==> config.mk <==
export PLATFORM = sky130hd
export DESIGN_NAME = rv_mem_bridge
export DESIGN_NICKNAME = d
export VERILOG_FILES = /design/src/rtl/rv_mem_bridge.sv
export SDC_FILE = /design/constraint.sdc
export NUM_CORES = 1
export LEC_CHECK = 0
export BUFFER_PORTS_ARGS = -buffer_cell sky130_fd_sc_hd__buf_2
export CAP_MARGIN = 20
export CORE_ASPECT_RATIO = 0.8
export CORE_MARGIN = 1
export CORE_UTILIZATION = 45
export CTS_BUF_LIST = sky130_fd_sc_hd__clkbuf_2 sky130_fd_sc_hd__clkbuf_4 sky130_fd_sc_hd__clkbuf_8
export CTS_CLUSTER_DIAMETER = 200
export DETAILED_ROUTE_END_ITERATION = 10
export GPL_ROUTABILITY_DRIVEN = 0
export PLACE_DENSITY = 0.78
export SYNTH_ARGS = -nofsm -noshare
export SYNTH_HDL_FRONTEND = slang
export SYNTH_SLANG_ARGS = --single-unit
==> constraint.sdc <==
create_clock -name clk -period 5.1 [get_ports clk]
set_input_delay 1.02 -clock clk [delete_from_list [all_inputs] [get_ports clk]]
set_output_delay 1.02 -clock clk [all_outputs]
set_load 0.02 [all_outputs]
==> src/rtl/rv_mem_bridge.sv <==
// ---------------------------------------------------------------------------
// rv_mem_bridge
//
// Purpose:
//   Turns the core's single-cycle memory strobes into a request/acknowledge
//   transaction on a variable-latency word memory. The core is frozen with
//   `stall` until the access completes. Misaligned addresses are rejected
//   without touching memory. Accesses that wait too long are abandoned with
//   an error. Errored accesses are counted in a saturating counter.
//
// Ports:
//   clk, rst          clock; synchronous active-low reset
//   req_valid/we/addr/wdata
//                     core request, held until the rsp_valid cycle
//   stall             core must hold its state while high
//   rsp_valid         one-cycle completion pulse
//   rsp_rdata         read data, held until the next completion
//   rsp_err           error flag, held until the next completion
//   mem_req/we/addr/wdata
//                     memory request side (mem_addr is word aligned)
//   mem_ack           single-cycle memory completion
//   mem_rdata         read data, valid together with mem_ack on reads
//   err_cnt           saturating count of errored accesses
// ---------------------------------------------------------------------------
module rv_mem_bridge #(
   parameter int ADDR_W   = 32,
   parameter int DATA_W   = 32,
   parameter int TIMEOUT  = 16,
   parameter int ERRCNT_W = 8
) (
   input  logic                clk,
   input  logic                rst,
   input  logic                req_valid,
   input  logic                req_we,
   input  logic [ADDR_W-1:0]   req_addr,
   input  logic [DATA_W-1:0]   req_wdata,
   output logic                stall,
   output logic                rsp_valid,
   output logic [DATA_W-1:0]   rsp_rdata,
   output logic                rsp_err,
   output logic                mem_req,
   output logic                mem_we,
   output logic [ADDR_W-1:0]   mem_addr,
   output logic [DATA_W-1:0]   mem_wdata,
   input  logic                mem_ack,
   input  logic [DATA_W-1:0]   mem_rdata,
   output logic [ERRCNT_W-1:0] err_cnt
);

   typedef enum logic [1:0] {
      IDLE   = 2'd0,
      ACCESS = 2'd1,
      DONE   = 2'd2
   } state_t;

   // TIMEOUT never exceeds 255, so an 8-bit wait counter always suffices.
   localparam logic [7:0]          WAIT_LAST = 8'(TIMEOUT - 1);
   localparam logic [ERRCNT_W-1:0] ERR_ONE   = {{(ERRCNT_W-1){1'b0}}, 1'b1};

   state_t              state_q, state_d;
   logic [ADDR_W-1:0]   addr_q, addr_d;
   logic                we_q, we_d;
   logic [DATA_W-1:0]   wdata_q, wdata_d;
   logic [DATA_W-1:0]   rdata_q, rdata_d;
   logic                err_q, err_d;
   logic [7:0]          wait_q, wait_d;
   logic [ERRCNT_W-1:0] errcnt_q, errcnt_d;
   logic                err_inc;

   always_ff @(posedge clk) begin
      if (!rst) begin
         state_q  <= IDLE;
         addr_q   <= '0;
         we_q     <= 1'b0;
         wdata_q  <= '0;
         rdata_q  <= '0;
         err_q    <= 1'b0;
         wait_q   <= '0;
         errcnt_q <= '0;
      end else begin
         state_q  <= state_d;
         addr_q   <= addr_d;
         we_q     <= we_d;
         wdata_q  <= wdata_d;
         rdata_q  <= rdata_d;
         err_q    <= err_d;
         wait_q   <= wait_d;
         errcnt_q <= errcnt_d;
      end
   end

   always_comb begin
      state_d = state_q;
      addr_d  = addr_q;
      we_d    = we_q;
      wdata_d = wdata_q;
      rdata_d = rdata_q;
      err_d   = err_q;
      wait_d  = wait_q;
      err_inc = 1'b0;

      case (state_q)
         IDLE: begin
            if (req_valid) begin
               if (req_addr[1:0] == 2'b00) begin
                  addr_d  = req_addr;
                  we_d    = req_we;
                  wdata_d = req_wdata;
                  wait_d  = '0;
                  state_d = ACCESS;
               end else begin
                  // Rejected without a memory cycle; read data is left alone.
                  err_d   = 1'b1;
                  err_inc = 1'b1;
                  state_d = DONE;
               end
            end
         end
         ACCESS: begin
            wait_d = wait_q + 8'd1;
            // An ack on the final wait cycle still counts as success.
            if (mem_ack) begin
               if (!we_q) begin
                  rdata_d = mem_rdata;
               end
               err_d   = 1'b0;
               state_d = DONE;
            end else if (wait_q == WAIT_LAST) begin
               err_d   = 1'b1;
               rdata_d = '0;
               err_inc = 1'b1;
               state_d = DONE;
            end
         end
         DONE: begin
            state_d = IDLE;
         end
         default: begin
            state_d = IDLE;
         end
      endcase

      errcnt_d = errcnt_q;
      if (err_inc && (errcnt_q != {ERRCNT_W{1'b1}})) begin
         errcnt_d = errcnt_q + ERR_ONE;
      end
   end

   // In IDLE the core is frozen as soon as it raises a request so that it
   // does not advance before the bridge has registered it.
   assign stall     = (state_q == IDLE) ? req_valid : (state_q == ACCESS);
   assign rsp_valid = (state_q == DONE);
   assign rsp_rdata = rdata_q;
   assign rsp_err   = err_q;
   assign mem_req   = (state_q == ACCESS);
   assign mem_we    = (state_q == ACCESS) && we_q;
   assign mem_addr  = {addr_q[ADDR_W-1:2], 2'b00};
   assign mem_wdata = wdata_q;
   assign err_cnt   = errcnt_q;

endmodule

---- Yosys cells after proc, flatten, opt, wreduce, memory -nomap -nowiden ----
Index checks and enable logic that the tools add are counted.
operators by class
  add/subtract/negate cells ............... 2
  equality and inequality tests ........... 9
  multiplexer cells ....................... 22
  reduce and logical (&&, ||, !) cells .... 11
operator list
  operator                                                                 count
  32-bit two-way mux                                                       3
  8-bit by 1-bit adder with 8-bit output, second input constant            2
  8-bit two-way mux                                                        2
  8-bit case mux with 2 select lines                                       1
  1-bit two-way mux                                                        9
  3-bit AND reduction                                                      3
  8-bit by 4-bit equality test with 1-bit output, second input constant    1
  2-bit two-way mux                                                        4
  2-bit inequality test, second input constant                             4
  8-bit inequality test, second input constant                             1
  2-bit zero test                                                          2
  1-bit case mux with 2 select lines                                       2
  2-bit case mux with 2 select lines                                       1
  4-bit AND reduction                                                      1
  2-bit nonzero test                                                       2
  3-bit by 1-bit inequality test with 1-bit output, second input constant  1
  2-bit by 1-bit equality test with 1-bit output, second input constant    1
  2-bit equality test, second input constant                               1
  1-bit logical AND                                                        2
  2-bit AND reduction                                                      1
storage, ports and cells
  register bits ........................... 116

---- Logic depth before layout (Yosys ltp) ----
Gate-level depths: netlist of the first run.
  word-level depth ........................ 5
  gate-level depth with buffers ........... 9

---- Worst setup path after synthesis of the first run ----
No wires, ideal clock.
  path kind ............................... input port to output port
  start point ............................. in req_valid
  end point ............................... out stall
  arrival ................................. 1.331 ns
  data required time ...................... 4.080 ns
  setup slack ............................. 2.749 ns
  stages .................................. 2
  path buffers ............................ 0
  path through ............................ nor2_1 > nor2_1
between the ends
  longest elaborated chain between the ends .. 1
ends and longest elaborated chain
  what               RTL line  source
  start, declared    33        input logic req_valid,
  1-bit two-way mux  151       assign stall = (state_q == IDLE) ? req_valid : (state_q == ACCESS);
  end, declared      37        output logic stall,
Every way passes these cells.

---- Worst setup path in the final report of the first run ----
  start point ............................. reg state_q[1]
  end point ............................... out mem_we
between the ends
  longest elaborated chain between the ends .. 2
ends and longest elaborated chain
  what                                            RTL line  source
  start, declared                                 60        state_t state_q, state_d;
  start signal, assigned                          81        state_q <= state_d;
  2-bit by 1-bit equality test with 1-bit output  156       assign mem_we = (state_q == ACCESS) && we_q;
  1-bit logical AND                               156
  end, declared                                   42        output logic mem_we,
Every way passes these cells.

==> results of run 1 <==
state kept, by name, summed over array words and instances, names as in the netlist:
register	count
we_q	1
wait_q	8
mem_wdata	32
rsp_rdata	32
state_q	2
addr_q	30
rsp_err	1
err_cnt	8
area by class of cell:
| cell class | count | area [um^2] | area share (%) |
|---|---|---|---|
| inverters | 4 | 16.3 | 0.274 |
| clock inverters | 9 | 129 | 2.17 |
| clock buffers | 22 | 297 | 4.99 |
| multi-input cells | 379 | 1950 | 32.9 |
| flip-flops and latches | 114 | 2280 | 38.4 |
| repair buffers | 213 | 1120 | 18.9 |
| well taps | 115 | 144 | 2.42 |
metrics by stage:
step / cells / setup slack [ns]
after floorplan: 539 / 2.75
after global placement: 822 / 2.36
after detailed placement: 823 / 2.24
after CTS: 854 / 2.09
after global routing: 856 / 1.99
final: 856 / 2.12
layer usage:
layer / GRT usage, % / wire, um
met4: 7.79 / 147
met5: 0 / 0
met1: 27.5 / 5060
met2: 40.9 / 6060
met3: 10.0 / 1120
report_power, final:
group	internal [W]	leakage (nW)	switching, W
clock	0.000537	0.214	0.000359
sequential	0.000918	0.924	0.0000190
combinational	0.0000764	1.47	0.000124
layout by cell type (no fill, tap or decap), types with 3 or more instances in the layout:
cell type / netlist / routed
buf_4: 2 / 3
buf_2: 13 / 207
dfxtp_1: 114 / 114
a21oi_1: 101 / 101
o21ai_0: 3 / 3
or3_1: 4 / 4
clkbuf_8: 0 / 21
xor2_1: 7 / 7
nor2_1: 19 / 19
nand3_1: 38 / 38
nand4_1: 3 / 3
clkinv_2: 0 / 4
nand2_1: 135 / 134
nand2b_1: 5 / 5
a22oi_1: 32 / 32
bufinv_16: 0 / 3
worst min-delay path, delay by kind of cell, from the launching register on:
kind,cells,cell delay (ns)
AOI/OAI and AO/OA,1,0.05
and+or+nand+nor,1,0.05
DFF,1,0.31
kinds of logic (layout without fill, tap and decap cells):
group           count (synthesis)  after routing
flops                         114            114
simple gates                  221            221
xor+xnor                        8              8
mux                             1              1
other cells                     1              2
buf+inv                        46            248
fa+ha+maj                       2              2
compound gates                145            145
worst paths after layout:
| path | start | slack (ns) | depth (start not counted) | to |
|---|---|---|---|---|
| worst max register to register | state_q[1] | 2.83 | 8 | rsp_rdata[7] |
| worst min-delay path | mem_wdata[10] | 0.45 | 2 | mem_wdata[10] |
| worst max-delay path | state_q[1] | 2.12 | 5 | mem_we |
| worst min register to register | mem_wdata[10] | 0.45 | 2 | mem_wdata[10] |
synth_stat cells:
library cell / n / area (um^2)
a211oi_1: 1 / 7.51
a211oi_2: 1 / 12.5
a21oi_1: 101 / 505
a22oi_1: 32 / 240
a41oi_2: 1 / 16.3
and2_1: 2 / 12.5
and3_1: 2 / 12.5
and4_1: 1 / 8.76
buf_1: 4 / 15.0
buf_2: 13 / 65.1
buf_4: 2 / 15.0
clkbuf_1: 23 / 86.3
clkinv_1: 1 / 3.75
conb_1: 1 / 3.75
dfxtp_1: 114 / 2280
ha_1: 2 / 25.0
inv_1: 1 / 3.75
inv_2: 2 / 7.51
mux2i_1: 1 / 10.0
nand2_1: 135 / 507
nand2b_1: 5 / 31.3
nand3_1: 38 / 190
nand4_1: 3 / 18.8
nand4b_1: 1 / 8.76
nor2_1: 19 / 71.3
nor2_2: 2 / 12.5
nor2b_1: 2 / 12.5
nor3_1: 1 / 5.00
nor4_1: 2 / 12.5
nor4_4: 2 / 42.5
o2111ai_1: 1 / 8.76
o211a_1: 1 / 10.0
o21a_1: 1 / 7.51
o21ai_0: 3 / 15.0
o21ai_2: 1 / 8.76
o21bai_1: 2 / 15.0
or3_1: 4 / 25.0
or3_4: 1 / 11.3
or3b_1: 1 / 8.76
xnor2_1: 1 / 8.76
xor2_1: 7 / 61.3
==> metrics.md, run 1 <==
| Metric | Value |
|---|---|
| Die Ht | `90.7 um` |
| Number of buffer and inverter stages on the critical path | `3` |
| Relative slew margins | `26.2%` |
| GR Overflow Total | `0` |
| Layout cells sized above 1 | `34.5%` |
| Largest family of logic cells by synthesized area | `simple AND/OR/NAND/NOR gates` |
| Fmax achieved | `336 MHz` |
| Largest net degree at the start of global routing | `66` |
| Via Count | `4,546` |
| Post-CTS setup buffer count | `0` |
| Starting DRT DRC Count | `321` |
| Dpl cell area | `5470 um^2` |
| Longest Clk Path Bufs | `2` |
| Status | `complete, no violations` |
| CP required | `4.08 ns` |
| Vias in the first global route | `4,118` |
| Core area | `9310 um^2` |
| Final Instance Area | `5940 um^2` |
| Compound-cell area share of the yosys netlist | `19.1%` |
| Synth Register Bits | `114` |
| Post-layout min period | `2.98 ns` |
| Nets@finish | `832` |
| Initial antenna violation count | `0` |
| # H-tree levels | `4` |
| Mean post-synth cell area | `8.23 um^2` |
| Worst Path Arrival | `1.96 ns` |
| Post-Syn Area | `4430 um^2` |
| WL/cell | `14.5 um` |
| Detailed Place HPWL | `8520 um` |
| Crit-path slowest cell | `dfxtp_1` |
| Mux contribution to synthesized area | `0.226%` |
| Cell Pwr Density | `342 nW/um^2` |
| TritonCTS buffer count | `17` |
| Top Family by Delay on Critical Path | `buffers and inverters` |
| Setup crit end kind | `output port` |
| Final setup vio count | `0` |
| Clock slew at reported path FFs | `0.07 ns` |
| Fin Hold WS | `0.453 ns` |
| Hold-fix buffers, CTS | `0` |
| IO Pins | `210` |
| ANT cells | `0` |
| Ys Warns | `0` |
| Initial core utilization | `47.5%` |
| IO Port Bufs | `207` |
| First-pass GRT wire length | `19,500 um` |
| Synth Area in Adders | `0.565%` |
| Clock skew | `0.0132 ns` |
| Rows | `31` |
| Clock Latency Late Sink | `0.42 ns` |
| Area Overhead vs Synth | `34.3%` |
| Final Hold Vio Count | `0` |
| Number of max-cap violations | `0` |
| Global-route usage over all layers | `24.1%` |
| Distinct cells, synth | `41` |
| Chip width | `113 um` |
| Total power | `0.00203 W` |
| Worst Hold Class | `reg -> reg` |
| Total of fill cells in the finished design | `820` |
| Unrepaired setup endpoints after global routing | `false` |
| Via density | `5.31` |
| Drt first pass iters | `5` |
| Total wire length | `12,400 um` |
| Crit path largest cell delay | `0.58 ns` |
| Setup TNS | `0 ns` |
| CP cell instances | `nand2b_1 -> buf_4 -> inv_2 -> and2_1 -> buf_2` |
| Worst Setup Start Kind | `flip-flop` |
| Sequential area share after synthesis | `51.6%` |
| ANT nets after route | `0` |
| Post-synthesis simple-gate area fraction | `22.4%` |
| Post-CTS resize count | `0` |
| DRC Markers | `0` |
| Sink Count | `114` |
| Leak Pwr | `2.61 nW` |
| Tcrit/Tclk final | `58.4%` |
| Final core occ | `63.8%` |
| Worst slew pin tran | `1.11 ns` |
| CTS tree | `done` |
| Peak VDD IR | `0.263 mV` |
| CTS root buffer | `clkbuf_8` |
| Xor-xnor portion of the synthesized cell area | `1.58%` |
| Die area | `10,200 um^2` |
| Cells after Synth | `538` |
| Crit-path max FO | `34` |
| Final max-slew violation count | `0` |
| Crit path kind | `reg -> out` |
Power figures use the tool's default switching activity.
==> run 2, diff against run 1 <==
ABC_AREA = 1   (was default)
CORE_UTILIZATION = 44   (was 45)
PLACE_DENSITY = 0.79   (was 0.78)
clock period = 2.5 ns   (was 5.1 ns; I/O delays follow)
==> run 2 against run 1 <==
Against the previous run: cell count is 6.8% higher; design area rose by 1.3%; sequential power increased by 100%; worst setup slack worse by 1.5 ns; routed wire length decreased by 7.3%; critical path depth unchanged; clock power grew 90%; clock-buffer cell count unchanged; sequential share of layout area down 0.50 points; core utilization down 2.7 points.
==> metrics.md, run 2 <==
| Metric | Value |
|---|---|
| Clock Latency Late Sink | `0.42 ns (about the same)` |
| Setup crit end kind | `flip-flop` |
| Unrepaired setup endpoints after global routing | `false` |
| Detailed Place HPWL | `8240 um (-3.2%)` |
| Commonest non-fill, non-tap cell in the layout | `buf_2` |
| Nets@finish | `868 (+4.3%)` |
| Rows | `32 (+3.2%)` |
| GR Overflow Total | `0 (unchanged)` |
| Hold Startpoint | `mem_rdata[18]` |
| Synth Register Bits | `114 (unchanged)` |
| Count leader, synth | `dfxtp_1` |
| First-pass GRT wire length | `17,800 um (-8.6%)` |
| Number of max-cap violations | `0 (unchanged)` |
| Worst Setup Start Kind | `flip-flop` |
| Mean post-synth cell area | `8.03 um^2 (-2.4%)` |
| IO Port Bufs | `207 (unchanged)` |
| Fmax achieved | `530 MHz` |
| DRC Markers | `0 (unchanged)` |
| Via density | `4.87 (-8.2%)` |
| Yosys top cell area share | `50.1% (-1.5 points)` |
| Initial core utilization | `46.3% (-1.2 points)` |
| TritonCTS buffer count | `17 (unchanged)` |
| IO Pins | `210 (unchanged)` |
| Dominant cells by area after synthesis | `dfxtp_1 50%, o21ai_0 8.9%, a21oi_1 8.8%` |
| # H-tree levels | `4 (unchanged)` |
| Layout cells sized above 1 | `37.3% (+2.7 points)` |
| Worst hold stages | `3 (+1)` |
| ANT cells | `0 (unchanged)` |
| Clock slew at reported path FFs | `0.07 ns (about the same)` |
| Tcrit/Tclk final | `75.4%` |
| Status | `complete, no violations` |
| WL/cell | `12.6 um (-13%)` |
| Post-layout min period | `1.89 ns` |
| Final Hold Vio Count | `0 (unchanged)` |
| Drt first pass iters | `5 (unchanged)` |
| Ys Warns | `0 (unchanged)` |
| Sequential area share after synthesis | `50.1% (-1.5 points)` |
| WHS Endpoint | `rsp_rdata[18]` |
| Post-CTS resize count | `0 (unchanged)` |
| Final core occ | `61.1% (-2.7 points)` |
| Area Overhead vs Synth | `32.1%` |
| ANT nets after route | `0 (unchanged)` |
| Initial antenna violation count | `0 (unchanged)` |
| Setup TNS | `0 ns (unchanged)` |
| Most frequent cells in the layout | `207 x buf_2, 114 x dfxtp_1, 81 x o21ai_0, 80 x a21oi_1, 74 x inv_1` |
| Total wire length | `11,500 um (-7.3%)` |
| FF-to-FF Start | `state_q[0]` |
| Chip width | `116 um (+2.6%)` |
| Peak VDD IR | `0.376 mV (+43%)` |
| Longest Clk Path Bufs | `2 (unchanged)` |
| Crit path kind | `reg -> reg` |
| Die area | `10,800 um^2 (+5.3%)` |
| Worst slew pin tran | `0.594 ns (-0.513 ns)` |
| Total of fill cells in the finished design | `873 (+6.5%)` |
| Final max-slew violation count | `0 (unchanged)` |
| Slack of the worst reg-to-reg path | `0.61 ns (-2.22 ns)` |
| Core area | `9850 um^2 (+5.8%)` |
| Ys async rst share | `0% (unchanged)` |
| Post-Syn Area | `4560 um^2 (+3.0%)` |
| Via Count | `4,455 (-2.0%)` |
| Crit-path max FO | `62 (+82%)` |
| Starting DRT DRC Count | `184 (-43%)` |
| Worst Hold Class | `in -> reg` |
| Leak Pwr | `2.80 nW (+7.3%)` |
| Vias in the first global route | `4,043 (-1.8%)` |
| Die Ht | `93.1 um (+2.6%)` |
| Cell Pwr Density | `677 nW/um^2 (+98%)` |
| Post-CTS setup buffer count | `0 (unchanged)` |
| Distinct cells, synth | `30 (-27%)` |
| Global-route usage over all layers | `21.1% (-3.0 points)` |
| Sink Count | `114 (unchanged)` |
| CTS root buffer | `clkbuf_8` |
| Cells after Synth | `568 (+5.6%)` |
| Clock skew | `0.0158 ns (+0.00263 ns)` |
| Largest net degree at the start of global routing | `63 (-4.5%)` |
| Cell taking the most area after synthesis | `dfxtp_1` |
| Relative slew margins | `60.4% (+34 points)` |
| Primary FF master, synth | `dfxtp_1` |
| Hold-fix buffers, CTS | `0 (unchanged)` |
| Worst reg2reg endpoint | `addr_q[17]` |
| Reg2reg path depth | `5 (-3)` |
| CP required | `2.80 ns (-1.28 ns)` |
| Worst Path Arrival | `2.19 ns (+0.23 ns)` |
| Final setup vio count | `0 (unchanged)` |
| CTS tree | `done` |
| EDFF count, synth | `0 (unchanged)` |
| Commonest cells post-synth | `114 x dfxtp_1, 81 x o21ai_0, 80 x a21oi_1, 74 x inv_1, 52 x nor2_1` |
## run 2: routing by layer
metal | GRT usage [%] | up-vias | wire length, um
li1 | - | 2243 | -
met1 | 23.7 | 2012 | 4860
met2 | 35.8 | 189 | 5370
met4 | 8.01 | 0 | 116
met3 | 8.49 | 11 | 1130
met5 | 0 | - | 0
## run 2: logic make-up (layout without fill, tap and decap cells)
kind of cell / Yosys count / after routing / share of synthesized area (%)
AOI/OAI and AO/OA: 212 / 212 / 25.9
and+or+nand+nor: 121 / 121 / 11.7
DFF: 114 / 114 / 50.1
buffers and inverters: 114 / 323 / 10.9
xor gates and xnor gates: 4 / 4 / 0.769
adders and majority gates: 2 / 2 / 0.549
other: 1 / 2 / 0.0822
## run 2: final cells by class
class | count | area, um^2 | area share (%)
sequential | 114 | 2280 | 37.9
multi-input combinational | 341 | 1800 | 29.8
timing repair buffer | 214 | 1090 | 18.1
inverter | 77 | 292 | 4.84
clock buffer | 22 | 284 | 4.72
tap | 136 | 170 | 2.83
clock inverter | 10 | 109 | 1.81
## run 2: report_power, final
part / leakage (nW) / internal, W / total (W) / switching [W]
clock: 0.203 / 0.000964 / 0.00170 / 0.000731
combinational: 1.67 / 0.000167 / 0.000459 / 0.000291
sequential: 0.927 / 0.00189 / 0.00192 / 0.0000367
## run 2: how the worst max path moves through the flow
stage / from / endpoint / slack (ns)
after floorplan: err_cnt[1] / err_cnt[6] / 1.06
after global placement: req_addr[1] / addr_q[15] / 0.42
after detailed placement: req_addr[1] / addr_q[15] / 0.35
after CTS: wait_q[0] / rsp_rdata[11] / 0.61
after global routing: state_q[0] / addr_q[17] / 0.39
final: state_q[0] / addr_q[17] / 0.61
## run 2: through the flow
stage                     setup slack, ns  cells  hold slack, ns  instance area, um^2  power (W)
after floorplan                      1.06    569           0.443                 4560    0.00223
after global placement              0.419    882           0.429                 5630    0.00241
after detailed placement            0.347    882           0.435                 5630    0.00242
after CTS                           0.607    914           0.276                 6020    0.00412
after global routing                0.386    914           0.296                 6020    0.00425
final                               0.614    914           0.308                 6020    0.00408
## run 2: worst max-delay path, stage by stage (launching register included)
cell	delay (ns)
dfxtp_1	0.33
nor2_1	0.25
nand3_4	0.50
buf_4	0.41
o21ai_0	0.18
a21oi_1	0.06
==> run 3, diff against run 2 <==
clock period = 1.6 ns   (was 2.5 ns; I/O delays follow)
==> run 3 against run 2 <==
Against the previous run: critical path depth up 3; clock skew down 0.00074 ns; maximum frequency up 24%; core utilization up 1.6 points; register-to-register slack worse by 0.54 ns; flip-flop and latch count unchanged; total power up 61%; clock power up 66%; worst setup slack worse by 0.54 ns; cell count up 0.44%; global-route usage down 0.21 points; sequential power up 57%; highest routed layer unchanged.
==> metrics.md, run 3 (synthesized netlist as in run 2, its figures left out) <==
| Metric | Value |
|---|---|
| Core area | `9850 um^2 (unchanged)` |
| Layout cells sized above 1 | `38.4% (+1.1 points)` |
| Crit path largest cell delay | `0.35 ns (-0.15 ns)` |
| Relative slew margins | `66.7% (+6.3 points)` |
| Clock Latency Late Sink | `0.42 ns (about the same)` |
| First-pass GRT wire length | `17,700 um (-0.35%)` |
| Most frequent cells in the layout | `206 x buf_2, 112 x dfxtp_1, 81 x o21ai_0, 80 x a21oi_1, 74 x inv_1` |
| ANT nets after route | `0 (unchanged)` |
| Crit-path slowest cell | `dfxtp_1` |
| ANT cells | `0 (unchanged)` |
| Area Overhead vs Synth | `35.6%` |
| CTS root buffer | `clkbuf_8` |
| Drt first pass iters | `4 (-1)` |
| Chip width | `116 um (unchanged)` |
| Worst slew pin tran | `0.500 ns (-0.0941 ns)` |
| Worst Hold Class | `in -> reg` |
| Via Count | `4,411 (-0.99%)` |
| IO Port Bufs | `207 (unchanged)` |
| Die area | `10,800 um^2 (unchanged)` |
| Rows | `32 (unchanged)` |
| Fin Hold WS | `0.125 ns (-0.183 ns)` |
| Final setup vio count | `0 (unchanged)` |
| Setup crit end kind | `flip-flop` |
| Initial core utilization | `46.3% (unchanged)` |
| IO Pins | `210 (unchanged)` |
| WL/cell | `12.5 um (-0.67%)` |
| Global-route usage over all layers | `20.9% (-0.21 points)` |
| Final max-slew violation count | `0 (unchanged)` |
| CP required | `1.95 ns (-0.85 ns)` |
| Number of max-cap violations | `0 (unchanged)` |
| Tcrit/Tclk final | `95.3% (+20 points)` |
| Crit-path max FO | `8 (-87%)` |
| Initial antenna violation count | `0 (unchanged)` |
| Largest net degree at the start of global routing | `113 (+79%)` |
| Fmax achieved | `656 MHz (+24%)` |
| Longest Clk Path Bufs | `2 (unchanged)` |
| Leak Pwr | `2.88 nW (+2.9%)` |
| Worst reg2reg endpoint | `rsp_rdata[8]` |
| Clock slew at reported path FFs | `0.08 ns (about the same)` |
| TritonCTS buffer count | `17 (unchanged)` |
| Crit path kind | `reg -> reg` |
| Vias in the first global route | `3,981 (-1.5%)` |
| WHS Endpoint | `rsp_rdata[24]` |
| Detailed Place HPWL | `8270 um (+0.34%)` |
| Peak VDD IR | `0.848 mV (+130%)` |
| Total wire length | `11,500 um (-0.24%)` |
| Worst Setup Start Kind | `flip-flop` |
| FF-to-FF Start | `wait_q[1]` |
| Status | `complete, no violations` |
| Clock skew | `0.0151 ns (-0.000745 ns)` |
| Unrepaired setup endpoints after global routing | `true` |
| Starting DRT DRC Count | `216 (+17%)` |
| # H-tree levels | `4 (unchanged)` |
| Slack of the worst reg-to-reg path | `0.08 ns (-0.54 ns)` |
| Post-layout min period | `1.52 ns (-0.361 ns)` |
| CTS tree | `done` |
| Commonest non-fill, non-tap cell in the layout | `buf_2` |
| Reg2reg path depth | `8 (+3)` |
| Fin cells | `918 (+0.44%)` |
| Hold-fix buffers, CTS | `0 (unchanged)` |
| Die Ht | `93.1 um (unchanged)` |
| GR Overflow Total | `0 (unchanged)` |
| Nets@finish | `872 (+0.46%)` |
| CP cell instances | `ha_2 -> nand3_1 -> nor2_2 -> nand2_4 -> nand2_8 -> clkbuf_16 -> o21ai_0 -> nor2_1` |
| Placed Instances | `884 (+0.23%)` |
| Worst hold stages | `3 (unchanged)` |
| Final Hold Vio Count | `0 (unchanged)` |
| DRC Markers | `0 (unchanged)` |
| Cell Pwr Density | `1060 nW/um^2 (+57%)` |
| Total power | `0.00656 W (+61%)` |
| Hold Startpoint | `mem_rdata[24]` |
| Sink Count | `114 (unchanged)` |
| Via density | `4.81 (-1.4%)` |
| Worst Path Arrival | `1.87 ns (-0.32 ns)` |
run 3: repair_timing:
action / 4_1_cts / 5_1_grt
gates resized for setup: 3 / 14
cloned: 0 / 1
setup buffers: 0 / 1
pin swaps: 0 / 4
setup endpoints to repair: 2 / 42
run 3: stage by stage:
stage / area (um^2) / worst slack (ns) / TNS, ns / util (%)
global route: 6180 / -0.00715 / -0.0176 / 62.8
CTS: 6100 / 0.0239 / 0 / 62.0
floorplan: 4560 / 0.161 / 0 / -
detailed placement: 5670 / 0.00760 / 0 / 57.5
global placement: 5670 / 0.0578 / 0 / 57.5
finish: 6180 / 0.0753 / 0 / 62.8
run 3: final cells by class:
cell class,instances,area [um^2]
repair buffers,218,1170
fillers,823,3670
clock buffers,22,297
multi-input cells,341,1820
inverters,77,302
clock inverters,10,130
flip-flops and latches,114,2280
well taps,136,170
run 3: worst max path at each step:
stage                     from             to  slack (ns)
detailed placement   wait_q[0]   rsp_rdata[1]       0.008
floorplan           err_cnt[1]     err_cnt[6]        0.16
global placement     wait_q[0]  rsp_rdata[31]        0.06
CTS                 state_q[1]          stall        0.02
finish               wait_q[1]   rsp_rdata[8]        0.08
global route         wait_q[1]   rsp_rdata[8]      -0.007
run 3: per-layer routing:
| metal | GRT usage (%) | vias to the layer above | part of all wire (%) | wire length, um |
|---|---|---|---|---|
| li1 | - | 2252 | - | - |
| met1 | 24.7 | 1955 | 44 | 5050 |
| met2 | 33.5 | 185 | 46 | 5230 |
| met3 | 7.84 | 19 | 8.7 | 996 |
| met4 | 9.62 | 0 | 1.6 | 187 |
| met5 | 0 | - | 0 | 0 |
run 3: worst max-delay path: cells and delay by family, from the launching register on:
kind / cells / cell delay, ns
adder cells (fa/ha/maj): 1 / 0.21
AND/OR/NAND/NOR: 5 / 0.66
flip-flops: 1 / 0.35
AO/OA/AOI/OAI: 1 / 0.07
buffers and inverters: 1 / 0.16
run 3: power breakdown:
| part | switching, W | total, W | internal (W) |
|---|---|---|---|
| logic | 0.000458 | 0.000732 | 0.000274 |
| clock network | 0.00111 | 0.00282 | 0.00171 |
| registers | 0.0000578 | 0.00301 | 0.00295 |
